<file path="src/rtl/nibble_serial_adder_ctrl_if.sv">
// Operand request and result handshake bundle for nibble_serial_adder_ctrl.
// out_ovf exists only when NIBBLE_ADDER_OVF_EN is defined.
interface nibble_serial_adder_ctrl_if #(
  parameter int WIDTH = 16
);
  logic             in_valid;
  logic             in_ready;
  logic [WIDTH-1:0] op_a;
  logic [WIDTH-1:0] op_b;
  logic             op_cin;
  logic             out_valid;
  logic             out_ready;
  logic [WIDTH-1:0] out_sum;
  logic             out_cout;
`ifdef NIBBLE_ADDER_OVF_EN
  logic             out_ovf;

  modport master (
    output in_valid, op_a, op_b, op_cin, out_ready,
    input  in_ready, out_valid, out_sum, out_cout, out_ovf
  );
  modport slave (
    input  in_valid, op_a, op_b, op_cin, out_ready,
    output in_ready, out_valid, out_sum, out_cout, out_ovf
  );
`else
  modport master (
    output in_valid, op_a, op_b, op_cin, out_ready,
    input  in_ready, out_valid, out_sum, out_cout
  );
  modport slave (
    input  in_valid, op_a, op_b, op_cin, out_ready,
    output in_ready, out_valid, out_sum, out_cout
  );
`endif
endinterface

</file>
<file path="src/rtl/nibble_serial_adder_ctrl.sv">
// Serial WIDTH-bit adder around an external 4-bit CLA, LSB nibble first; out_valid NNIB cycles after accept,
// result held until out_ready, no accept outside IDLE. NIBBLE_ADDER_OVF_EN adds signed-overflow out_ovf.
module nibble_serial_adder_ctrl #(
  parameter int WIDTH = 16
) (
  input  logic                       clk,
  input  logic                       rst_n,
  nibble_serial_adder_ctrl_if.slave  bus,
  output logic [3:0]                 cla_a,
  output logic [3:0]                 cla_b,
  output logic                       cla_cin,
  input  logic [3:0]                 cla_sum,
  input  logic                       cla_cout,
  output logic                       busy
);
  localparam int NNIB  = WIDTH / 4;
  localparam int IDX_W = $clog2(NNIB);

  typedef enum logic [1:0] {IDLE, RUN, DONE} state_t;

  state_t           state;
  logic [IDX_W-1:0] idx;
  logic             carry_reg;
  logic [WIDTH-1:0] a_reg;
  logic [WIDTH-1:0] b_reg;
  logic [WIDTH-1:0] sum_reg;
  logic             out_valid_q;

  always_ff @(posedge clk or negedge rst_n) begin
    if (!rst_n) begin
      state       <= IDLE;
      idx         <= '0;
      carry_reg   <= 1'b0;
      a_reg       <= '0;
      b_reg       <= '0;
      sum_reg     <= '0;
      out_valid_q <= 1'b0;
      busy        <= 1'b0;
    end else begin
      case (state)
        IDLE: begin
          if (bus.in_valid) begin
            a_reg     <= bus.op_a;
            b_reg     <= bus.op_b;
            carry_reg <= bus.op_cin;
            idx       <= '0;
            busy      <= 1'b1;
            state     <= RUN;
          end
        end
        RUN: begin
          sum_reg[4*idx +: 4] <= cla_sum;
          carry_reg           <= cla_cout;
          idx                 <= idx + 1'b1;
          if (idx == IDX_W'(NNIB - 1)) begin
            idx         <= '0;
            out_valid_q <= 1'b1;
            state       <= DONE;
          end
        end
        DONE: begin
          // A pending in_valid waits for IDLE so the result handshake never overlaps an accept.
          if (bus.out_ready) begin
            out_valid_q <= 1'b0;
            busy        <= 1'b0;
            state       <= IDLE;
          end
        end
        default: state <= IDLE;
      endcase
    end
  end

  // CLA inputs come only from registers, so the external slice cannot close a loop.
  always_comb begin
    cla_a   = 4'd0;
    cla_b   = 4'd0;
    cla_cin = 1'b0;
    if (state == RUN) begin
      cla_a   = a_reg[4*idx +: 4];
      cla_b   = b_reg[4*idx +: 4];
      cla_cin = carry_reg;
    end
  end

  assign bus.in_ready  = (state == IDLE);
  assign bus.out_valid = out_valid_q;
  assign bus.out_sum   = sum_reg;
  assign bus.out_cout  = carry_reg;

`ifdef NIBBLE_ADDER_OVF_EN
  assign bus.out_ovf = (state == DONE) &&
                       (a_reg[WIDTH-1] == b_reg[WIDTH-1]) &&
                       (sum_reg[WIDTH-1] != a_reg[WIDTH-1]);
`endif
endmodule
</file>
<file path="src/flat_wrapper.sv">
// flat-port wrapper written by rule: the top's interface ports become plain ports
module nibble_serial_adder_ctrl_flat 
#(
  parameter int WIDTH = 16
)
  (clk, rst_n, cla_a, cla_b, cla_cin, cla_sum, cla_cout, busy, bus_in_valid, bus_op_a, bus_op_b, bus_op_cin, bus_out_ready, bus_in_ready, bus_out_valid, bus_out_sum, bus_out_cout);
  nibble_serial_adder_ctrl_if #(.WIDTH(WIDTH)) bus_i ();
  input  logic clk;
  input  logic rst_n;
  output logic [3:0] cla_a;
  output logic [3:0] cla_b;
  output logic cla_cin;
  input  logic [3:0] cla_sum;
  input  logic cla_cout;
  output logic busy;
  input wire logic [$bits(bus_i.in_valid)-1:0] bus_in_valid;
  input wire logic [$bits(bus_i.op_a)-1:0] bus_op_a;
  input wire logic [$bits(bus_i.op_b)-1:0] bus_op_b;
  input wire logic [$bits(bus_i.op_cin)-1:0] bus_op_cin;
  input wire logic [$bits(bus_i.out_ready)-1:0] bus_out_ready;
  output wire logic [$bits(bus_i.in_ready)-1:0] bus_in_ready;
  output wire logic [$bits(bus_i.out_valid)-1:0] bus_out_valid;
  output wire logic [$bits(bus_i.out_sum)-1:0] bus_out_sum;
  output wire logic [$bits(bus_i.out_cout)-1:0] bus_out_cout;
  assign bus_i.in_valid = bus_in_valid;
  assign bus_i.op_a = bus_op_a;
  assign bus_i.op_b = bus_op_b;
  assign bus_i.op_cin = bus_op_cin;
  assign bus_i.out_ready = bus_out_ready;
  assign bus_in_ready = bus_i.in_ready;
  assign bus_out_valid = bus_i.out_valid;
  assign bus_out_sum = bus_i.out_sum;
  assign bus_out_cout = bus_i.out_cout;
  nibble_serial_adder_ctrl #(.WIDTH(WIDTH)) u_core (.clk(clk), .rst_n(rst_n), .bus(bus_i), .cla_a(cla_a), .cla_b(cla_b), .cla_cin(cla_cin), .cla_sum(cla_sum), .cla_cout(cla_cout), .busy(busy));
endmodule
</file>
<file path="config.mk">
export PLATFORM = sky130hd
export DESIGN_NAME = nibble_serial_adder_ctrl_flat
export DESIGN_NICKNAME = d
export VERILOG_FILES = /design/src/rtl/nibble_serial_adder_ctrl_if.sv /design/src/rtl/nibble_serial_adder_ctrl.sv /design/src/flat_wrapper.sv
export SDC_FILE = /design/constraint.sdc
export NUM_CORES = 1
export LEC_CHECK = 0
export BUFFER_PORTS_ARGS = -buffer_cell sky130_fd_sc_hd__buf_2
export CORE_ASPECT_RATIO = 1.25
export CORE_MARGIN = 2
export CORE_UTILIZATION = 37
export DETAILED_ROUTE_END_ITERATION = 12
export PLACE_DENSITY = 0.69
export SYNTH_ARGS = -nofsm -noshare
export SYNTH_HDL_FRONTEND = slang
export SYNTH_SLANG_ARGS = --single-unit
</file>
<file path="constraint.sdc">
create_clock -name clk -period 3.2 [get_ports clk]
set_input_delay 0.16 -clock clk [delete_from_list [all_inputs] [get_ports clk]]
set_output_delay 0.16 -clock clk [all_outputs]
set_load 0.01 [all_outputs]
</file>
==> results.cfg <==
[critical_path]
critical_path_class = flop to primary output
timing.critical_path.slowest_cell_delay_ns = 0.61
reg2reg_slack_ns = 1.22
critical_path.reg2reg.endpoint = u_core.b_reg[14]
worstSetupEndpointType = primary output
path_cells = nor2b_1 > nand2_2 > o22ai_1 > buf_2
critical-path-top-delay-family = simple AND/OR/NAND/NOR gates
worstReg2RegStart = u_core.state[1]
critical_path.max_fanout = 14
worstPathBufferInverterCount = 1
cp-startpoint = u_core.state[0]
cpMaxStageDelayCell = sky130_fd_sc_hd__dfrtp_1
required_ns = 3.04
worst_setup_path_start_kind = flop
reg2reg_depth = 3
critical_path_arrival_ns = 2.26

[detailed_routing]
routed_wire_length_um = 5300
route.detailed.wl_per_inst_um = 14.4
drt.antenna.violating_nets = 0
drt_iter0_markers = 43
routed-via-count = 1800
route.detailed.drc = 0
drtPass1Iterations = 4
via_per_inst = 4.89

[placed_design]
place.port_buffers = 70
place_hpwl_um = 3940
globalplace.congestion = 0.756

[synth]
synth.yosys.seq_area_share_pct = 53.9
postSynthAreaPerCell_um2 = 12.2
synth.distinct_cells = 26
synthesis.nets = 257
synth_warnings = 0
syn-instance-count = 209
mapped_area_um2 = 2550
synth_seq_cells = 55

[timing]
final_hold_viol_count = 0
timing.final.max_slew_violations = 0
min_period_ns = 2.42
setup_viol = 0
fmax_mhz = 413
fraction_of_the_cycle_the_final_worst_path_needs_pct = 75.7
unrepaired_setup_endpoints_after_global_routing = false
max-slew-margin-rel_pct = 38.9
totalNegativeSetupSlack_ns = 0
fin_clk_skew_ns = 0.00513
worst_pin_slew_ns = 0.914

[clocking]
htree_levels = 2
worst_skew_pair.late_latency_ns = 0.30
cts_inserted_buffers = 5
clockBufferDepth = 2
clkSlewWorstSetupHoldPaths_ns = 0.09
cts.repair.resized = 0
post_cts_buffers = 0
cts_root_buffer = sky130_fd_sc_hd__clkbuf_8
clock_sinks = 55
cts_tree = done

[global_routing]
wire_length_of_the_first_global_routing_pass_um = 8740
grt_antenna_before_repair = 0
global_route.usage.total_pct = 14.7
globalRouteOverflowTotal = 0
maximum_number_of_pins_on_one_net_before_global_route_repair = 34
grt_pass1_vias = 1859

[final_layout]
layout.cells.most_common = sky130_fd_sc_hd__buf_2
layout.cells.most_common_list = sky130_fd_sc_hd__buf_2 (70), sky130_fd_sc_hd__dfrtp_1 (55), sky130_fd_sc_hd__mux2_2 (32)
nNetsFinal = 328
antennaDiodeCount = 0
layout.core_utilization_pct = 46.0
final.fill_count = 638
synthToLayoutAreaGrowth_pct = 19.2
final_layout_size_suffix_gt1_share_pct = 41.6

[floorplan]
chipWidth_um = 78.3
row_count = 33
coreArea_um2 = 6610
floorplan.die_area_um2 = 7580
starting_density_of_the_core_pct = 38.6
floorplan.io_pins = 71
die-height_um = 96.8

[power]
vdd_ir_drop_max_mv = 0.387
clock_network_power_share_pct = 12.5
internal_power_uw = 1830
leakage_uw = 0.00141
power_switching_uw = 1130
power.share.switching_pct = 38.1
p_seq_share_pct = 41.4
power_density_nw_per_um2 = 973
combPwrFrac_pct = 46.1

[flow_run]
maxCapViolations = 0

[hold_path]
worst_hold_startpoint = bus_out_ready
min_to = u_core.state[1]
hold_path.class = primary input to flop
worst_hold_path_cell_count = 2

[outcome]
run_status = complete, no violations
==> worst reg2reg max path, cell delays in order (launching register included) <==
cell                       delay (ns)
sky130_fd_sc_hd__dfrtp_1         0.48
sky130_fd_sc_hd__nand2b_2        0.26
sky130_fd_sc_hd__nor2_4          0.70
sky130_fd_sc_hd__mux2_2          0.43
==> layer usage <==
metal | global-route usage [%] | vias up | routed length [um] | part of all wire, %
li1 | - | 882 | - | -
met5 | 0 | - | 0 | 0
met4 | 4.05 | 0 | 45 | 0.85
met3 | 3.82 | 4 | 299 | 5.6
met2 | 26.5 | 50 | 2770 | 52
met1 | 17.0 | 864 | 2190 | 41
==> logic make-up (layout without fill, tap and decap cells) <==
group / Yosys count / after routing / synth area share, %
adder cells (fa/ha/maj): 6 / 6 / 2.94
AO/OA/AOI/OAI: 37 / 37 / 8.68
multiplexers: 48 / 48 / 20.4
AND/OR/NAND/NOR: 49 / 49 / 10.3
flip-flops: 55 / 55 / 53.9
buffers and inverters: 14 / 86 / 3.73
==> cell usage after synthesis, drive strengths merged <==
master,n,area [um^2]
clkbuf,2,8.75
and4bb,1,12.5
a21oi,2,10.0
mux2,32,360
nand2,30,118
mux2i,16,160
nor2,3,18.8
nor2b,2,12.5
nor4b,2,30.0
o22ai,11,68.8
nand2b,2,15.0
nand3,4,20.0
o31ai,3,22.5
nand3b,4,30.0
buf,7,67.6
inv,5,18.8
dfrtp,55,1380
and2,1,6.26
o21ai,17,85.1
o2bb2ai,4,35.0
ha,6,75.1
==> worst max-delay path by stage <==
stage,cells after the start,endpoint
after detailed placement,4,cla_b[2]
final,4,cla_b[2]
after global placement,4,cla_b[2]
after global routing,4,cla_b[2]
after CTS,4,cla_b[2]
after floorplan,6,u_core.bus.out_sum[12]
==> cell type report <==
cell class | count | area [um^2] | area share [%]
repair buffers | 73 | 375 | 12.3
clock inverters | 1 | 5.00 | 0.165
clock buffers | 7 | 76.3 | 2.51
inverters | 5 | 18.8 | 0.617
flip-flops and latches | 55 | 1380 | 45.3
well taps | 87 | 109 | 3.58
multi-input cells | 140 | 1080 | 35.5
==> power by group through the flow <==
stage          registers [uW]  logic (uW)  clock network, uW
2_1_floorplan            1240         989                  0
3_3_place_gp             1230        1360                  0
3_5_place_dp             1240        1380                  0
4_1_cts                  1230        1390                382
5_1_grt                  1270        1510                409
6_report                 1220        1360                371
==> stage by stage <==
step | hold WS (ns) | instance area (um^2) | std cells | power, uW | setup slack (ns)
6_report | 0.0426 | 3040 | 368 | 2960 | 0.777
5_1_grt | 0.0418 | 3040 | 368 | 3180 | 0.597
3_3_place_gp | 0.170 | 2950 | 359 | 2580 | 1.17
2_1_floorplan | -0.136 | 2550 | 209 | 2230 | 1.53
4_1_cts | 0.0403 | 3040 | 368 | 3000 | 0.767
3_5_place_dp | 0.179 | 2950 | 359 | 2630 | 1.13
==> repair_timing <==
item / CTS / global route
endpoints found under the setup margin: 0 / 0
hold buffers: 1 / 0
hold endpoints to repair: 24 / 0
No activity file was read; power rests on OpenSTA's default activity.
